--- config.mk ---
export PLATFORM = sky130hd
export DESIGN_NAME = pong_game_ctrl_flat
export DESIGN_NICKNAME = d
export VERILOG_FILES = /design/src/rtl/pong_pkg.sv /design/src/rtl/pong_game_ctrl_if.sv /design/src/rtl/rise_detect.sv /design/src/rtl/pong_game_ctrl.sv /design/src/flat_wrapper.sv
export SDC_FILE = /design/constraint.sdc
export NUM_CORES = 1
export LEC_CHECK = 0
export ABC_AREA = 1
export BUFFER_PORTS_ARGS = -buffer_cell sky130_fd_sc_hd__buf_2
export CORE_UTILIZATION = 61
export CTS_CLUSTER_DIAMETER = 200
export DETAILED_ROUTE_END_ITERATION = 8
export GPL_TIMING_DRIVEN = 0
export PLACE_DENSITY = 0.86
export SLEW_MARGIN = 20
export SYNTH_ARGS = -nofsm -noshare
export SYNTH_HDL_FRONTEND = slang
export SYNTH_SLANG_ARGS = --single-unit
--- constraint.sdc ---
create_clock -name clk -period 5.2 [get_ports clk]
set_clock_uncertainty 0.2 [all_clocks]
set_input_delay 1.56 -clock clk [delete_from_list [all_inputs] [get_ports clk]]
set_output_delay 1.56 -clock clk [all_outputs]
set_load 0.03 [all_outputs]
--- src/rtl/pong_pkg.sv ---
// Shared types and default playfield geometry for the pong controller.
// Coordinates are 9 bits wide; internal arithmetic is 10 bits.
package pong_pkg;

    localparam int COORD_W = 9;
    localparam int ARITH_W = 10;

    localparam int FIELD_W_D     = 480;
    localparam int FIELD_H_D     = 470;
    localparam int BALL_SIZE_D   = 10;
    localparam int PADDLE_W_D    = 50;
    localparam int PADDLE_Y_D    = 440;
    localparam int BALL_STEP_D   = 2;
    localparam int PADDLE_STEP_D = 4;
    localparam int BALL_Y_START  = 100;

    localparam logic [1:0] S_START    = 2'd0;
    localparam logic [1:0] S_PLAY     = 2'd1;
    localparam logic [1:0] S_GAMEOVER = 2'd2;

    typedef enum logic [1:0] {
        START    = S_START,
        PLAY     = S_PLAY,
        GAMEOVER = S_GAMEOVER
    } state_e;

    typedef enum logic {
        DIR_POS = 1'b0,
        DIR_NEG = 1'b1
    } dir_e;

endpackage

--- src/rtl/pong_game_ctrl_if.sv ---
// Inputs and render outputs of the pong controller.
// The score signal exists only when PONG_SCORE_EN is defined.
interface pong_game_ctrl_if;

    logic       frame_tick;
    logic       btn_left;
    logic       btn_right;
    logic       btn_start;
    logic [8:0] p1_paddle_x;
    logic [8:0] p1_paddle_y;
    logic [8:0] ball_x;
    logic [8:0] ball_y;
    logic       draw_start;
    logic       draw_gameover;
`ifdef PONG_SCORE_EN
    logic [7:0] score;
`endif

    modport master (
`ifdef PONG_SCORE_EN
        input  score,
`endif
        output frame_tick, btn_left, btn_right, btn_start,
        input  p1_paddle_x, p1_paddle_y, ball_x, ball_y,
        input  draw_start, draw_gameover
    );

    modport slave (
`ifdef PONG_SCORE_EN
        output score,
`endif
        input  frame_tick, btn_left, btn_right, btn_start,
        output p1_paddle_x, p1_paddle_y, ball_x, ball_y,
        output draw_start, draw_gameover
    );

endinterface

--- src/rtl/rise_detect.sv ---
// Registered rising-edge detector; pulse follows the level change by one cycle.
module rise_detect (
    input  logic clk,
    input  logic reset_n,
    input  logic level,
    output logic pulse
);

    logic prev;

    always_ff @(posedge clk or negedge reset_n) begin
        if (!reset_n) begin
            prev  <= 1'b0;
            pulse <= 1'b0;
        end else begin
            prev  <= level;
            pulse <= level & ~prev;
        end
    end

endmodule

--- src/rtl/pong_game_ctrl.sv ---
// Pong game FSM: ball/paddle motion per frame, wall/paddle bounces, miss.
// Optional PONG_SCORE_EN adds a saturating paddle-hit score.
module pong_game_ctrl
    import pong_pkg::*;
#(
    parameter int FIELD_W     = FIELD_W_D,
    parameter int FIELD_H     = FIELD_H_D,
    parameter int BALL_SIZE   = BALL_SIZE_D,
    parameter int PADDLE_W    = PADDLE_W_D,
    parameter int PADDLE_Y    = PADDLE_Y_D,
    parameter int BALL_STEP   = BALL_STEP_D,
    parameter int PADDLE_STEP = PADDLE_STEP_D
) (
    input logic             clk,
    input logic             reset_n,
    pong_game_ctrl_if.slave bus
);

    typedef logic [ARITH_W-1:0] arith_t;

    localparam arith_t W    = ARITH_W'(FIELD_W);
    localparam arith_t H    = ARITH_W'(FIELD_H);
    localparam arith_t SZ   = ARITH_W'(BALL_SIZE);
    localparam arith_t PW   = ARITH_W'(PADDLE_W);
    localparam arith_t PY   = ARITH_W'(PADDLE_Y);
    localparam arith_t BS   = ARITH_W'(BALL_STEP);
    localparam arith_t PS   = ARITH_W'(PADDLE_STEP);
    localparam arith_t PMAX = ARITH_W'(FIELD_W - PADDLE_W);
    localparam arith_t BX0  = ARITH_W'(FIELD_W / 2 - BALL_SIZE / 2);
    localparam arith_t BY0  = ARITH_W'(BALL_Y_START);
    localparam arith_t PX0  = ARITH_W'(FIELD_W / 2 - PADDLE_W / 2);

    state_e state, state_nx;
    dir_e   dx, dy, dx_nx, dy_nx;
    arith_t bx, by, px, bx_nx, by_nx, px_nx;
    logic   ds_q, dg_q;
    logic   start_rise, step, hit, miss;

    rise_detect u_rise (
        .clk     (clk),
        .reset_n (reset_n),
        .level   (bus.btn_start),
        .pulse   (start_rise)
    );

    // hit test uses the paddle position from before this frame's move
    assign step = (state == PLAY) && bus.frame_tick;
    assign hit  = (dy == DIR_POS) && (by + SZ <= PY)
               && (by + BS + SZ >= PY)
               && (bx + SZ >= px) && (bx <= px + PW);
    assign miss = (dy == DIR_POS) && (by + BS + SZ >= H) && !hit;

    always_comb begin
        state_nx = state;
        bx_nx    = bx;
        by_nx    = by;
        px_nx    = px;
        dx_nx    = dx;
        dy_nx    = dy;
        unique case (1'b1)
            state == START: begin
                if (start_rise) begin
                    state_nx = PLAY;
                    bx_nx    = BX0;
                    by_nx    = BY0;
                    px_nx    = PX0;
                    dx_nx    = DIR_POS;
                    dy_nx    = DIR_POS;
                end
            end
            state == GAMEOVER: begin
                if (start_rise) state_nx = START;
            end
            state == PLAY: begin
                if (bus.frame_tick) begin
                    if (bus.btn_left && !bus.btn_right)
                        px_nx = (px < PS) ? '0 : px - PS;
                    else if (bus.btn_right && !bus.btn_left)
                        px_nx = (px + PS > PMAX) ? PMAX : px + PS;

                    if (dx == DIR_POS) begin
                        if (bx + BS + SZ >= W) begin
                            bx_nx = W - SZ;
                            dx_nx = DIR_NEG;
                        end else begin
                            bx_nx = bx + BS;
                        end
                    end else if (bx <= BS) begin
                        bx_nx = '0;
                        dx_nx = DIR_POS;
                    end else begin
                        bx_nx = bx - BS;
                    end

                    if (dy == DIR_NEG) begin
                        if (by <= BS) begin
                            by_nx = '0;
                            dy_nx = DIR_POS;
                        end else begin
                            by_nx = by - BS;
                        end
                    end else if (hit) begin
                        by_nx = PY - SZ;
                        dy_nx = DIR_NEG;
                    end else if (miss) begin
                        by_nx    = H - SZ;
                        state_nx = GAMEOVER;
                    end else begin
                        by_nx = by + BS;
                    end
                end
            end
            default: state_nx = START;
        endcase
    end

    always_ff @(posedge clk or negedge reset_n) begin
        if (!reset_n) begin
            state <= START;
            bx    <= BX0;
            by    <= BY0;
            px    <= PX0;
            dx    <= DIR_POS;
            dy    <= DIR_POS;
            ds_q  <= 1'b1;
            dg_q  <= 1'b0;
        end else begin
            state <= state_nx;
            bx    <= bx_nx;
            by    <= by_nx;
            px    <= px_nx;
            dx    <= dx_nx;
            dy    <= dy_nx;
            ds_q  <= (state_nx == START);
            dg_q  <= (state_nx == GAMEOVER);
        end
    end

    assign bus.p1_paddle_x   = px[COORD_W-1:0];
    assign bus.p1_paddle_y   = PY[COORD_W-1:0];
    assign bus.ball_x        = bx[COORD_W-1:0];
    assign bus.ball_y        = by[COORD_W-1:0];
    assign bus.draw_start    = ds_q;
    assign bus.draw_gameover = dg_q;

`ifdef PONG_SCORE_EN
    logic [7:0] score_q;

    always_ff @(posedge clk or negedge reset_n) begin
        if (!reset_n)
            score_q <= '0;
        else if (state == START && start_rise)
            score_q <= '0;
        else if (step && hit && score_q != 8'hff)
            score_q <= score_q + 8'd1;
    end

    assign bus.score = score_q;
`endif

endmodule

--- src/flat_wrapper.sv ---
// flat-port wrapper written by rule: the top's interface ports become plain ports
module pong_game_ctrl_flat import pong_pkg::*;
#(
    parameter int FIELD_W     = FIELD_W_D,
    parameter int FIELD_H     = FIELD_H_D,
    parameter int BALL_SIZE   = BALL_SIZE_D,
    parameter int PADDLE_W    = PADDLE_W_D,
    parameter int PADDLE_Y    = PADDLE_Y_D,
    parameter int BALL_STEP   = BALL_STEP_D,
    parameter int PADDLE_STEP = PADDLE_STEP_D
)
  (clk, reset_n, bus_frame_tick, bus_btn_left, bus_btn_right, bus_btn_start, bus_p1_paddle_x, bus_p1_paddle_y, bus_ball_x, bus_ball_y, bus_draw_start, bus_draw_gameover);
  pong_game_ctrl_if bus_i ();
  input logic clk;
  input logic reset_n;
  input wire logic [$bits(bus_i.frame_tick)-1:0] bus_frame_tick;
  input wire logic [$bits(bus_i.btn_left)-1:0] bus_btn_left;
  input wire logic [$bits(bus_i.btn_right)-1:0] bus_btn_right;
  input wire logic [$bits(bus_i.btn_start)-1:0] bus_btn_start;
  output wire logic [$bits(bus_i.p1_paddle_x)-1:0] bus_p1_paddle_x;
  output wire logic [$bits(bus_i.p1_paddle_y)-1:0] bus_p1_paddle_y;
  output wire logic [$bits(bus_i.ball_x)-1:0] bus_ball_x;
  output wire logic [$bits(bus_i.ball_y)-1:0] bus_ball_y;
  output wire logic [$bits(bus_i.draw_start)-1:0] bus_draw_start;
  output wire logic [$bits(bus_i.draw_gameover)-1:0] bus_draw_gameover;
  assign bus_i.frame_tick = bus_frame_tick;
  assign bus_i.btn_left = bus_btn_left;
  assign bus_i.btn_right = bus_btn_right;
  assign bus_i.btn_start = bus_btn_start;
  assign bus_p1_paddle_x = bus_i.p1_paddle_x;
  assign bus_p1_paddle_y = bus_i.p1_paddle_y;
  assign bus_ball_x = bus_i.ball_x;
  assign bus_ball_y = bus_i.ball_y;
  assign bus_draw_start = bus_i.draw_start;
  assign bus_draw_gameover = bus_i.draw_gameover;
  pong_game_ctrl #(.FIELD_W(FIELD_W), .FIELD_H(FIELD_H), .BALL_SIZE(BALL_SIZE), .PADDLE_W(PADDLE_W), .PADDLE_Y(PADDLE_Y), .BALL_STEP(BALL_STEP), .PADDLE_STEP(PADDLE_STEP)) u_core (.clk(clk), .reset_n(reset_n), .bus(bus_i));
endmodule
# Yosys cells after proc, flatten, opt, wreduce, memory -nomap -nowiden
# Index checks and enable logic that the tools add are counted.
# word_totals
register_bits	38
out_inout_bits	38
# classes
addsub	11
order_cmp	10
eq_ne	6
muxes	38
bitwise	3
reduce_logical	16
# ops
operator	n
2-to-1 mux 10 bit	17
one-hot mux 10 bit (2 select lines)	3
adder 10 x 4 -> 10 bit (second input constant)	4
>= comparator 10 x 9 -> 1 bit (second input constant)	3
adder 10 x 2 -> 10 bit (second input constant)	2
<= comparator 10 x 2 -> 1 bit (second input constant)	2
subtractor 10 x 2 -> 10 bit (second input constant)	2
2-to-1 mux 2 bit	6
adder 10 x 3 -> 10 bit (second input constant)	1
adder 10 x 6 -> 10 bit (second input constant)	1
>= comparator 10 bit	1
> comparator 10 x 9 -> 1 bit (second input constant)	1
<= comparator 10 bit	1
<= comparator 10 x 9 -> 1 bit (second input constant)	1
less-than comparator 10 x 3 -> 1 bit (second input constant)	1
subtractor 10 x 3 -> 10 bit (second input constant)	1
2-to-1 mux 1 bit	9
logical AND 1 bit	8
one-hot mux 2 bit (3 select lines)	1
== test 2 bit (second input constant)	2
zero test 2 bit	2
inequality test 2 bit (second input constant)	2
one-hot mux 1 bit (2 select lines)	2
AND reduction 4 bit	1
other kinds (7)	10

# Logic depth before layout (Yosys ltp)
# Gate-level depths: netlist of the first run.
# depth
depth_word	14
ltp_mapped	18
mapped_depth_nobuf	18

# Modules after synthesis
# A second synthesis of the first run with hierarchy kept.
# unflattened
cells_unflattened	631
area_unflattened_um2	4304.1
# by_module_without_submodules
mod	instances	cells_per_inst	area_each_um2	seq_area_each_um2
pong_game_ctrl	1	627	4244.1	895.9
rise_detect	1	4	60.1	50.0

# Least setup slack after synthesis of the first run
# OpenSTA, ideal clock, no wires.
# synth_path
path_type	input port to flip-flop
startpoint	input port bus_btn_right
endpoint	register u_core.px[7]
setup_time_ns	0.061
t_arrival_ns	2.464
required_time_ns	4.939
setup_slack_ns	2.475
cell_stages	8
path_cell_list	inv_1 ha_1 inv_1 a21oi_1 o21ai_0 o211ai_1 o21ai_0 nand2_1
# synth_via
elab_chain_cells	5
word_cells_on_any_way	8
cone_classes	eq/ne (1); mux (3); reduce/logical (4)
# synth_rtl
item	line	text
from (decl)	flat_wrapper.sv:18	input wire logic [$bits(bus_i.btn_right)-1:0] bus_btn_right;
zero test 1 bit	pong_game_ctrl.sv:76	if (bus.btn_left && !bus.btn_right)
logical AND 1 bit	pong_game_ctrl.sv:76	
2-to-1 mux 10 bit	pong_game_ctrl.sv:76	
2-to-1 mux 10 bit	pong_game_ctrl.sv:75	if (bus.frame_tick) begin
one-hot mux 10 bit (2 select lines)	pong_game_ctrl.sv:60	unique case (1'b1)
to (signal assigned)	pong_game_ctrl.sv:131	px <= px_nx;
to (decl)	pong_game_ctrl.sv:35	arith_t bx, by, px, bx_nx, by_nx, px_nx;
# Parallel ways exist; a longest one is shown, timed or not. The select of a mux whose other input is x is not followed.
# A chain may end at the register's enable or synchronous reset.

# Final worst setup path of the first run
# layout_path
startpoint	register u_core.px[1]
endpoint	register u_core.ds_q, in the netlist u_core.bus.draw_start
# layout_via
elab_chain_cells	11
word_cells_on_any_way	13
cone_classes	add/sub (1); order compare (2); mux (5); reduce/logical (5)
# layout_rtl
item	line	text
adder 10 x 6 -> 10 bit or >= comparator 10 bit (tied branches)	pong_game_ctrl.sv:50	&& (bx + SZ >= px) && (bx <= px + PW);
<= comparator 10 bit or logical AND 1 bit (tied branches)	pong_game_ctrl.sv:50	
logical AND 1 bit *	pong_game_ctrl.sv:50	
zero test 1 bit	pong_game_ctrl.sv:51	assign miss = (dy == DIR_POS) && (by + BS + SZ >= H) && !hit;
logical AND 1 bit	pong_game_ctrl.sv:51	
2-to-1 mux 2 bit	pong_game_ctrl.sv:105	end else if (miss) begin
2-to-1 mux 2 bit *	pong_game_ctrl.sv:102	end else if (hit) begin
2-to-1 mux 2 bit *	pong_game_ctrl.sv:95	if (dy == DIR_NEG) begin
2-to-1 mux 2 bit *	pong_game_ctrl.sv:75	
one-hot mux 2 bit (3 select lines) *	pong_game_ctrl.sv:60	
named net u_core.state_nx[1]	pong_game_ctrl.sv:33	state_e state, state_nx;
zero test 2 bit *	pong_game_ctrl.sv:134	ds_q <= (state_nx == START);
to (signal assigned)	pong_game_ctrl.sv:134	
to (decl)	pong_game_ctrl.sv:36	logic ds_q, dg_q;
# The timed path passes the listed nets; every way through them passes the cells marked *.

==> metrics.md, run 1 <==
| Metric | Value |
|---|---|
| Status | finished, final reports clean |
| Setup crit start kind | register |
| Async S/R FF share, synth | 100% |
| Vias per Instance | 5.71 |
| Remaining Overflow, GRT | 0 |
| Final Cell Area | 0.00480 mm² |
| Crit path max-delay family | simple AND/OR/NAND/NOR gates |
| Fmax | 309 MHz |
| Iter 0 DRT Violations | 414 |
| WHS Path Cells | 1 |
| Worst r2r dst | u_core.bus.draw_start$_DFF_PN1_ |
| CP Data Required Time | 5230 ps |
| Post-synth top cells | nand2_1 (156), inv_1 (67), nor2_1 (60) |
| Worst reg-to-reg setup slack | 1970 ps |
| Maximum vdd ir drop | 0.421 mV |
| Area delta synth->final | 9.97% |
| Die X | 86.6 µm |
| Post-synthesis sequential area ratio | 21.7% |
| Hold buffer count at CTS | 0 |
| FILL cells | 620 |
| Worst Hold Class | reg -> reg |
| Final setup TNS | 0 ps |
| Total CTS buffers | 5 |
| Worst-path fanout max | 8 |
| Rel. slew slack | 41.9% |
| Worst R2R Path Depth | 17 |
| Tcrit/Tclk final | 62.2% |
| Worst Setup Path Type | reg -> reg |
| Largest net degree at the start of global routing | 38 |
| Post-synthesis cell area | 0.00437 mm² |
| Post-DP HPWL | 8.89 mm |
| Syn_area_per_cell | 6.66 µm² |
| Hold Path Sink | u_core.u_rise.pulse$_DFF_PN0_ |
| Io pins | 44 |
| Syn. warnings | 0 |
| Ratio of total power to cell area | 719 mW/mm² |
| Unrepaired setup endpoints after global routing | false |
| Final ANT Viol Nets | 0 |
| Final Max Tran Viols | 0 |
| Deepest clock path buffer count | 2 |
| H-tree depth | 2 |
| Layout Nets | 744 |
| Min cycle time layout | 3230 ps |
| Area fraction of the dominant cell type after synthesis | 13.4% |
| Synth unique cells | 45 |
| Die height | 86.6 µm |
| Antenna cells | 0 |
| Vias in the first global route | 4,063 |
| Wire per inst | 14.5 µm |
| Max cap viols | 0 |
| Buffer and inverter count on the worst path | 0 |
| Top-count cell post-synth | nand2_1 |
| Initial Util | 63.6% |
| Num rows | 30 |
| Root buffer cell | clkbuf_8 |
| GR Util All Layers | 32.1% |
| Router iterations before antenna repair | 5 |
| WP data arrival | 3270 ps |
| Vias | 4,574 |
| Final setup fails | 0 |
| First-pass GRT wire length | 19.0 mm |
| Worst-Skew Late Latency | 290 ps |
| CTS Sinks | 37 |
| Clk slew on worst S/H paths | 80 ps |
| CP max stage cell | dfstp_2 |
| Resized Gates After CTS | 0 |
| CP Cell Sequence | ha_1 > a21oi_1 > nand2_1 > nand2_1 > xor2_1 > ha_1 > a21oi_1 > nor2_1 > nor3_1 > nand3_1 > nand2_1 > nand3_1 > nor2_2 > nand2_4 > nand3_1 > o21ai_2 > nor2_2 |
| Die Footprint | 0.00750 mm² |
| Initial antenna violation count | 0 |
| Final WL | 11.6 mm |
| Synth Register Bits | 37 |
| Placed inst area | 0.00468 mm² |
| CTS tree | yes |
| Post-CTS Setup Repair Bufs | 0 |
| # DRC | 0 |
| Leakage | 2.50 nW |
| Synth top area cells | nand2_1 (13%), dfrtp_1 (12%), ha_1 (9.7%), dfstp_2 (9.6%), buf_4 (6.5%) |
| Largest area contributor in the netlist | nand2_1 |
| Post-synth EDFFs | 0 |
| Share of cells above drive strength 1 | 21.1% |
| Largest stage delay on the critical path | 650 ps |
| Top FF cell, synth | dfrtp_1 |
| Final total power | 3.45 mW |
| GPL Wtd Cong | 0.993 |
| Port bufs | 33 |
| Count of final hold-check violations | 0 |
| Cells after Synth | 656 |
| Worst slew pin tran | 871 ps |
| Reg2Reg Launch Point | u_core.px[1]$_DFFE_PN1P_ |
| CP Capture Type | register |
| Hold path start | u_core.u_rise.prev$_DFF_PN0_ |
| Core area | 0.00687 mm² |
## worst register-to-register path, cell delays in order, from the launching register on
cell,delay (ps)
dfstp_2,650
ha_1,230
a21oi_1,120
nand2_1,120
nand2_1,70
xor2_1,150
ha_1,310
a21oi_1,170
nor2_1,60
nor3_1,170
nand3_1,90
nand2_1,110
nand3_1,100
nor2_2,150
nand2_4,100
nand3_1,170
o21ai_2,90
nor2_2,110
## stage by stage
step | util (%) | hold slack, ps | worst slack [ps] | instances
after floorplan | - | 176 | 2480 | 664
after global placement | 68.2 | 185 | 2000 | 793
after detailed placement | 68.2 | 192 | 2000 | 793
after CTS | 69.9 | 202 | 1990 | 801
after global routing | 69.9 | 206 | 1710 | 801
final | 69.9 | 197 | 1970 | 801
## sequential cells by signal, indices dropped and copies added (netlist names)
name	cells
u_core.bx	10
u_core.px	10
u_core.by	9
u_core.state	2
u_core.bus.draw_gameover	1
u_core.bus.draw_start	1
u_core.dx	1
u_core.dy	1
u_core.u_rise.prev	1
u_core.u_rise.pulse	1
## final cells by class
| class | instances | area, µm² | share of cell area, % |
|---|---|---|---|
| Buffer | 47 | 338 | 7.03 |
| Tap cell | 96 | 120 | 2.50 |
| Clock inverter | 2 | 37.5 | 0.782 |
| Sequential cell | 37 | 946 | 19.7 |
| Timing Repair Buffer | 33 | 165 | 3.44 |
| Inverter | 77 | 292 | 6.07 |
| Clock buffer | 6 | 82.6 | 1.72 |
| Multi-Input combinational cell | 503 | 2820 | 58.8 |
## per-layer routing
metal  track usage (%)  wire (µm)  up-vias
met5                 0          0        -
met4              12.3        327        0
met3              4.48       1050       34
met2              54.7       5480      244
met1              41.3       4730     2098
li1                  -          -     2198
## power breakdown
part	leakage (nW)	switching, mW	internal (mW)	total, mW
Clock	0.0574	0.111	0.156	0.267
Sequential	0.436	0.230	0.445	0.674
Combinational	2.00	1.60	0.908	2.51
Total	2.50	1.95	1.51	3.45
## cells by family after synthesis
| group | Yosys count | share of synthesized area (%) |
|---|---|---|
| and+or+nand+nor | 326 | 33.9 |
| buffers and inverters | 124 | 14.4 |
| AOI/OAI and AO/OA | 101 | 13.2 |
| other | 2 | 0.172 |
| adders and majority gates | 34 | 9.74 |
| xor gates and xnor gates | 32 | 6.93 |
| DFF | 37 | 21.7 |
## worst max path at each step
stage / end / depth (start not counted) / from / slack, ps
2_1_floorplan: u_core.px[7]$_DFFE_PN1P_ / 8 / bus_btn_right / 2480
3_3_place_gp: u_core.px[0]$_DFFE_PN1P_ / 9 / bus_frame_tick / 2000
3_5_place_dp: u_core.px[1]$_DFFE_PN1P_ / 9 / bus_frame_tick / 2000
4_1_cts: u_core.by[3]$_DFFE_PN0P_ / 17 / u_core.px[7]$_DFFE_PN1P_ / 1990
5_1_grt: u_core.by[3]$_DFFE_PN0P_ / 17 / u_core.px[7]$_DFFE_PN1P_ / 1710
6_report: u_core.bus.draw_start$_DFF_PN1_ / 17 / u_core.px[1]$_DFFE_PN1P_ / 1970
## placed cells by master, fill, tap and decap left out, types with 6 or more instances in the layout
master and n:
a21oi_1 35, a31oi_1 7, buf_2 36, buf_4 38
clkbuf_8 6, conb_1 10, dfrtp_1 21, dfstp_2 16
ha_1 34, inv_1 67, inv_2 7, nand2_1 156
nand2_2 13, nand3_1 47, nand4_1 19, nor2_1 60
nor2_2 7, nor3_1 8, o21ai_0 29, o21ai_1 11
xor2_1 25
Power figures use the tool's default switching activity.
==> inputs of run 2 (changes only) <==
--- a/config.mk
+++ b/config.mk
@@ -5,7 +5,7 @@
 export SDC_FILE = /design/constraint.sdc
 export NUM_CORES = 1
 export LEC_CHECK = 0
-export ABC_AREA = 1
+export ABC_AREA = 0
 export BUFFER_PORTS_ARGS = -buffer_cell sky130_fd_sc_hd__buf_2
 export CORE_UTILIZATION = 61
 export CTS_CLUSTER_DIAMETER = 200
==> constraint.sdc (replaced) <==
create_clock -name clk -period 3 [get_ports clk]
set_clock_uncertainty 0.2 [all_clocks]
set_input_delay 0.9 -clock clk [delete_from_list [all_inputs] [get_ports clk]]
set_output_delay 0.9 -clock clk [all_outputs]
set_load 0.03 [all_outputs]
==> metrics.md, run 2 <==
| Metric | Value |
|---|---|
| Syn. warnings | 0 (unchanged) |
| Initial Util | 63.5% (-0.084 points) |
| Port bufs | 33 (unchanged) |
| Commonest non-fill, non-tap cell in the layout | buf_4 |
| Synth Register Bits | 37 (unchanged) |
| Final setup margin | -324 ps (-2290 ps) |
| Logic pwr share | 77.4% (+4.7 points) |
| Post-DP HPWL | 9.83 mm (+11%) |
| Final Max Tran Viols | 0 (unchanged) |
| Final WL | 15.1 mm (+30%) |
| Multiplexer area fraction after synthesis | 0.649% (+0.65 points) |
| Reg2Reg Launch Point | u_core.px[2]$_DFFE_PN1P_ |
| Die height | 89.1 µm (+2.9%) |
| Final total power | 7.06 mW (+100%) |
| Vias | 5,195 (+14%) |
| Iter 0 DRT Violations | 588 (+42%) |
| Cell Int Power | 3.35 mW (+120%) |
| GR Util All Layers | 37.6% (+5.4 points) |
| Max cap viols | 0 (unchanged) |
| Cells after Synth | 606 (-7.6%) |
| Top FF cell, synth | dfrtp_1 |
| Ratio of total power to cell area | 1250 mW/mm² (+74%) |
| Die X | 89.1 µm (+2.9%) |
| # DRC | 0 (unchanged) |
| Worst Hold Class | reg -> reg |
| Final setup TNS | -2490 ps (-2490 ps) |
| Post-synth top cells | nand2_1 (51), o21ai_0 (44), a21oi_1 (43), nor2_1 (43), buf_4 (40) |
| H-tree depth | 2 (unchanged) |
| Xor-xnor portion of the synthesized cell area | 6.43% (-0.50 points) |
| Post-synth EDFFs | 0 (unchanged) |
| Final ANT Viol Nets | 0 (unchanged) |
| Top-count cell post-synth | nand2_1 |
| Syn_area_per_cell | 7.64 µm² (+15%) |
| Worst slew pin tran | 952 ps (+80.6 ps) |
| Vias in the first global route | 4,583 (+13%) |
| Router iterations before antenna repair | 6 (+1) |
| Adder-Cell Fraction of Synth Area | 9.19% (-0.55 points) |
| Min cycle time layout | 3320 ps (+90.2 ps) |
| Total CTS buffers | 5 (unchanged) |
| Worst-Skew Late Latency | 300 ps (about the same) |
| Worst R2R Path Depth | 15 (-2) |
| Worst slack at placement | -614 ps (-2610 ps) |
| Failing checks | negative setup slack |
| Final Cell Area | 0.00565 mm² (+18%) |
| Initial antenna violation count | 0 (unchanged) |
| Share of cells above drive strength 1 | 32.1% (+11 points) |
| Unrepaired setup endpoints after global routing | true |
| Largest area contributor in the netlist | dfrtp_1 |
| Count of final hold-check violations | 0 (unchanged) |
| Clock power share | 7.9% (+0.2 points) |
| Post-synthesis sequential area ratio | 20.4% (-1.2 points) |
| Setup crit start kind | register |
| Num rows | 31 (+3.3%) |
| CP Data Required Time | 3040 ps (-2190 ps) |
| Worst Setup SP | u_core.px[2]$_DFFE_PN1P_ |
| Vias per Instance | 6.68 (+17%) |
| Worst reg-to-reg setup slack | -320 ps (-2290 ps) |
| Switching Share | 52.6% (-3.7 points) |
| Core area | 0.00729 mm² (+6.2%) |
| Antenna cells | 0 (unchanged) |
| Fmax | 301 MHz (-2.7%) |
| Status | finished, violations left |
| Clk slew on worst S/H paths | 90 ps (about the same) |
| First-pass GRT wire length | 22.8 mm (+20%) |
| Worst r2r dst | u_core.by[2]$_DFFE_PN1P_ |
| Tcrit/Tclk final | 111% (+49 points) |
| Wire per inst | 19.4 µm (+34%) |
| Layout Nets | 718 (-3.5%) |
| Post-synthesis cell area | 0.00463 mm² (+6.0%) |
| Synth Area in Simple Gates | 22.4% (-12 points) |
| Leakage | 2.42 nW (-3.1%) |
| Die Footprint | 0.00794 mm² (+5.9%) |
| Largest registers | u_core.bx: 10 flops, u_core.px: 10 flops, u_core.by: 9 flops |
| Async S/R FF share, synth | 100% (unchanged) |
| Placed inst area | 0.00499 mm² (+6.7%) |
| Worst Setup Path Type | reg -> reg |
| GPL Wtd Cong | 0.973 (-2.0%) |
| Most frequent cells in the layout | buf_4 (69), nand2_1 (45), buf_2 (42), nor2_1 (41) |
| Io pins | 44 (unchanged) |
| CP Capture Type | register |
| Final setup fails | 11 (+11) |
| Remaining Overflow, GRT | 0 (unchanged) |
| Crit path capture | u_core.by[2]$_DFFE_PN1P_ |
| Largest net degree at the start of global routing | 38 (unchanged) |
| Worst-path fanout max | 6 (-2) |
| CTS Sinks | 37 (unchanged) |
| Rel. slew slack | 36.5% (-5.4 points) |
| Synth unique cells | 84 (+87%) |
| Synth top area cells | dfrtp_1 (11%), ha_1 (9.2%), dfstp_2 (9.1%), buf_4 (6.5%), o21ai_0 (4.8%) |
| WP data arrival | 3360 ps (+90 ps) |
| Register share of total power | 14.6% (-4.9 points) |
| Synth Area in Compound Gates | 28.6% (+15 points) |
| Largest family of logic cells by synthesized area | compound AO/OA/AOI/OAI gates |
| Maximum vdd ir drop | 0.670 mV (+59%) |
| Deepest clock path buffer count | 2 (unchanged) |
| CTS tree | yes |
| Psw | 3.71 mW (+91%) |
| Area delta synth->final | 22.1% |
| Area fraction of the dominant cell type after synthesis | 11.4% (-2.1 points) |
| Root buffer cell | clkbuf_8 |
## run 2: cell types whose count changed after synthesis, moves of 10 or more
cell	delta
nand2_1	-105
inv_1	-42
nand3_1	-28
xnor2_1	+18
clkbuf_1	+17
nor2_1	-17
o21ai_0	+15
nand2_2	-13
xor2_1	-13
nand4_1	-12
o21ai_1	-11
nand2b_1	+10
## run 2: cell type report
class	count	area, µm²
multi-input combinational	474	3480
clock inverter	3	68.8
sequential	37	948
tap	99	124
timing repair buffer	60	372
fill	522	1640
inverter	27	103
buffer	73	494
clock buffer	5	68.8
## run 2: worst max-delay path, stage by stage (launching register included)
cell      delay, ps
dfstp_2         640
ha_4            170
nand2_2          70
nand2_2          90
and3_1          170
xnor2_1          80
ha_1            330
nand2_2          90
o21ai_4         210
nor4_4           70
o311ai_4        330
a211oi_4         70
buf_6           150
a221oi_4        370
buf_4           170
a21oi_1          50
## run 2: power groups by stage
stage	combinational [mW]	sequential [mW]	clock, mW
after global placement	4.07	1.02	0
after global routing	5.86	1.05	0.577
after detailed placement	4.18	1.03	0
after floorplan	3.28	0.945	0
after CTS	4.77	1.02	0.553
final	5.47	1.03	0.561
## run 2: cell families (layout without fill, tap and decap cells)
| logic type | count (synthesis) | after routing |
|---|---|---|
| xor+xnor | 34 | 34 |
| other cells | 2 | 10 |
| compound gates | 193 | 193 |
| flops | 37 | 37 |
| buf+inv | 103 | 168 |
| fa+ha+maj | 34 | 34 |
| mux | 3 | 3 |
| simple gates | 200 | 200 |
## run 2: through the flow
stage	hold slack (ps)	utilization [%]	instances
finish	199	77.5	778
global route	207	77.5	778
CTS	198	74.4	770
detailed placement	185	68.5	746
global placement	182	68.5	746
floorplan	178	-	614
## run 2: how the worst min path moves through the flow
stage                                 startpoint                             to  slack, ps  cells past startpoint
floorplan           u_core.u_rise.prev$_DFF_PN0_  u_core.u_rise.pulse$_DFF_PN0_        180                      1
global placement    u_core.u_rise.prev$_DFF_PN0_  u_core.u_rise.pulse$_DFF_PN0_        180                      1
detailed placement  u_core.u_rise.prev$_DFF_PN0_  u_core.u_rise.pulse$_DFF_PN0_        190                      1
CTS                 u_core.u_rise.prev$_DFF_PN0_  u_core.u_rise.pulse$_DFF_PN0_        200                      1
global route        u_core.u_rise.prev$_DFF_PN0_  u_core.u_rise.pulse$_DFF_PN0_        210                      1
finish              u_core.u_rise.prev$_DFF_PN0_  u_core.u_rise.pulse$_DFF_PN0_        200                      1
## run 2: timing repair
action	4_1_cts	5_1_grt
setup endpoints to repair	15	17
resized for setup	45	40
buffers inserted	19	9
pin swaps	25	15
hold buffers	0	0
## run 2: layer usage
layer  routed length (µm)  global-route usage [%]  vias to the layer above  part of all wire, %
li1                     -                       -                     2318                    -
met4                  731                    17.2                        0                  4.8
met3                 1480                    7.39                       84                  9.8
met2                 7090                    60.8                      361                   47
met5                    0                       0                        -                    0
met1                 5810                    48.5                     2432                   38
==> inputs of run 3 (changes only) <==
--- a/config.mk
+++ b/config.mk
@@ -7,7 +7,9 @@
 export LEC_CHECK = 0
 export ABC_AREA = 0
 export BUFFER_PORTS_ARGS = -buffer_cell sky130_fd_sc_hd__buf_2
-export CORE_UTILIZATION = 61
+export CELL_PAD_IN_SITES_DETAIL_PLACEMENT = 0
+export CELL_PAD_IN_SITES_GLOBAL_PLACEMENT = 2
+export CORE_UTILIZATION = 36
 export CTS_CLUSTER_DIAMETER = 200
 export DETAILED_ROUTE_END_ITERATION = 8
 export GPL_TIMING_DRIVEN = 0
==> metrics.md, run 3 (same netlist as run 2, synthesis figures left out) <==
| Metric | Value |
|---|---|
| Status | finished, violations left |
| Failing checks | negative setup slack |
| GPL Wtd Cong | 0.896 (-7.9%) |
| Layout Nets | 718 (unchanged) |
| Count of final hold-check violations | 0 (unchanged) |
| Root buffer cell | clkbuf_16 |
| Antenna cells | 0 (unchanged) |
| Num rows | 41 (+32%) |
| Rel. slew slack | 37.3% (+0.79 points) |
| Io pins | 44 (unchanged) |
| Fmax | 313 MHz (+3.9%) |
| Worst-path fanout max | 4 (-2) |
| Buffer and inverter count on the worst path | 2 (unchanged) |
| Min cycle time layout | 3200 ps (-126 ps) |
| Hold slack final | 196 ps (-2.40 ps) |
| Finished Core Util | 46.2% (-31 points) |
| Hold buffer count at CTS | 0 (unchanged) |
| Die height | 115 µm (+29%) |
| Share of cells above drive strength 1 | 32.1% (unchanged) |
| Vias per Instance | 5.69 (-15%) |
| Final total power | 7.00 mW (-0.91%) |
| Worst reg-to-reg setup slack | -200 ps (+130 ps) |
| Vias in the first global route | 4,473 (-2.4%) |
| Commonest non-fill, non-tap cell in the layout | buf_4 |
| Final ANT Viol Nets | 0 (unchanged) |
| Final setup margin | -198 ps (+126 ps) |
| Tcrit/Tclk final | 107% (-4.2 points) |
| CP Capture Type | register |
| Initial antenna violation count | 0 (unchanged) |
| Crit path max-delay family | compound AO/OA/AOI/OAI gates |
| Setup crit start kind | register |
| Vias | 4,843 (-6.8%) |
| Worst Setup Path Type | reg -> reg |
| Worst-Skew Late Latency | 300 ps (about the same) |
| Final setup TNS | -1760 ps (+730 ps) |
| Die X | 115 µm (+29%) |
| Worst slew pin tran | 940 ps (-11.8 ps) |
| H-tree depth | 2 (unchanged) |
| Post-DP HPWL | 10.8 mm (+9.6%) |
| Initial Util | 36.8% (-27 points) |
| CP Cell Sequence | ha_4 > nand2_4 > a21oi_2 > xnor2_1 > ha_1 > a21oi_2 > o21ai_4 > buf_6 > nor4_4 > o311ai_2 > a211oi_2 > buf_6 > a21oi_4 > a32o_1 |
| Iter 0 DRT Violations | 467 (-21%) |
| First-pass GRT wire length | 24.1 mm (+5.8%) |
| # DRC | 0 (unchanged) |
| Deepest clock path buffer count | 2 (unchanged) |
| Ratio of total power to cell area | 1210 mW/mm² (-3.5%) |
| Total CTS buffers | 5 (unchanged) |
| FILL cells | 1,256 (+140%) |
| GR Util All Layers | 23.8% (-14 points) |
| Final Max Tran Viols | 0 (unchanged) |
| Port bufs | 33 (unchanged) |
| Wire per inst | 18.0 µm (-7.2%) |
| Leakage | 2.46 nW (+1.7%) |
| Core area | 0.0126 mm² (+72%) |
| CTS tree | yes |
| Router iterations before antenna repair | 5 (-1) |
| Largest stage delay on the critical path | 590 ps (-50 ps) |
| Final WL | 15.3 mm (+1.6%) |
| Max cap viols | 0 (unchanged) |
| Worst Hold Class | reg -> reg |
| Most frequent cells in the layout | buf_4 (67), nand2_1 (44), nor2_1 (42), buf_2 (41), o21ai_0 (37) |
| Largest net degree at the start of global routing | 38 (unchanged) |
| Die Footprint | 0.0133 mm² (+68%) |
| WP data arrival | 3180 ps (-180 ps) |
| Unrepaired setup endpoints after global routing | true |
| Remaining Overflow, GRT | 0 (unchanged) |
| CTS Sinks | 37 (unchanged) |
| Final setup fails | 11 (unchanged) |
| Area delta synth->final | 25.4% |
| Largest registers | u_core.bx: 10 flops, u_core.px: 10 flops, u_core.by: 9 flops |
| Maximum vdd ir drop | 0.377 mV (-44%) |
| CP Data Required Time | 2980 ps (-60 ps) |
| Clk slew on worst S/H paths | 70 ps (-20 ps) |
| CP max stage cell | dfstp_2 |
run 3: cell count changes in the layout (fill, tap and decap cells not counted), sizes merged:
cell      delta
clkinvlp     +1
clkbuf       +1
bufinv       -1
inv          -1
run 3: layout make-up:
| cell class | instances | area, µm² | share of cell area (%) |
|---|---|---|---|
| Clock inverter | 2 | 37.5 | 0.647 |
| Timing Repair Buffer | 62 | 398 | 6.86 |
| Buffer | 71 | 490 | 8.45 |
| Multi-Input combinational cell | 474 | 3470 | 59.8 |
| Sequential cell | 37 | 948 | 16.3 |
| Tap cell | 172 | 215 | 3.71 |
| Clock buffer | 6 | 139 | 2.39 |
| Inverter | 27 | 103 | 1.77 |
run 3: path summary, 6_finish.rpt:
check,start,cells after the start,end
min in group asynchronous,reset_n,1,u_core.px[5]$_DFFE_PN0P_
setup reg to reg,u_core.px[2]$_DFFE_PN1P_,14,u_core.bus.draw_gameover$_DFF_PN0_
hold reg to reg,u_core.u_rise.prev$_DFF_PN0_,1,u_core.u_rise.pulse$_DFF_PN0_
max in group asynchronous,reset_n,1,u_core.bx[2]$_DFFE_PN0P_
hold / removal,u_core.u_rise.prev$_DFF_PN0_,1,u_core.u_rise.pulse$_DFF_PN0_
setup / recovery,u_core.px[2]$_DFFE_PN1P_,14,u_core.bus.draw_gameover$_DFF_PN0_
run 3: stage by stage:
step                instances  instance area, µm²  setup slack (ps)
detailed placement        819                5090              -741
global route              851                5800              -350
floorplan                 614                4710             -37.6
finish                    851                5800              -198
global placement          819                5090              -749
CTS                       847                5580              -204
run 3: what timing repair did:
item | CTS | global route
setup buffers | 22 | 7
resized for setup | 46 | 45
pin swaps | 15 | 25
cloned | 0 | 0
endpoints found under the setup margin | 17 | 20
run 3: routing by layer:
layer / track usage, % / vias up / part of all wire, %
met4: 11.6 / 0 / 2.3
met3: 3.53 / 22 / 5.5
met1: 31.4 / 2342 / 44
met2: 37.9 / 165 / 48
met5: 0 / - / 0
li1: - / 2314 / -
run 3: report_power, final:
group          internal, mW  switching [mW]  leakage [nW]
sequential            0.743           0.250         0.435
combinational          2.24            3.10          1.94
clock                 0.415           0.238        0.0831
total                  3.40            3.59          2.46
run 3: worst register-to-register path, stage by stage, from the launching register on:
cell and delay, ps:
dfstp_2 590, ha_4 160, nand2_4 60, a21oi_2 130, xnor2_1 90, ha_1 370
a21oi_2 220, o21ai_4 100, buf_6 130, nor4_4 210, o311ai_2 120, a211oi_2 190
buf_6 170, a21oi_4 80, a32o_1 260
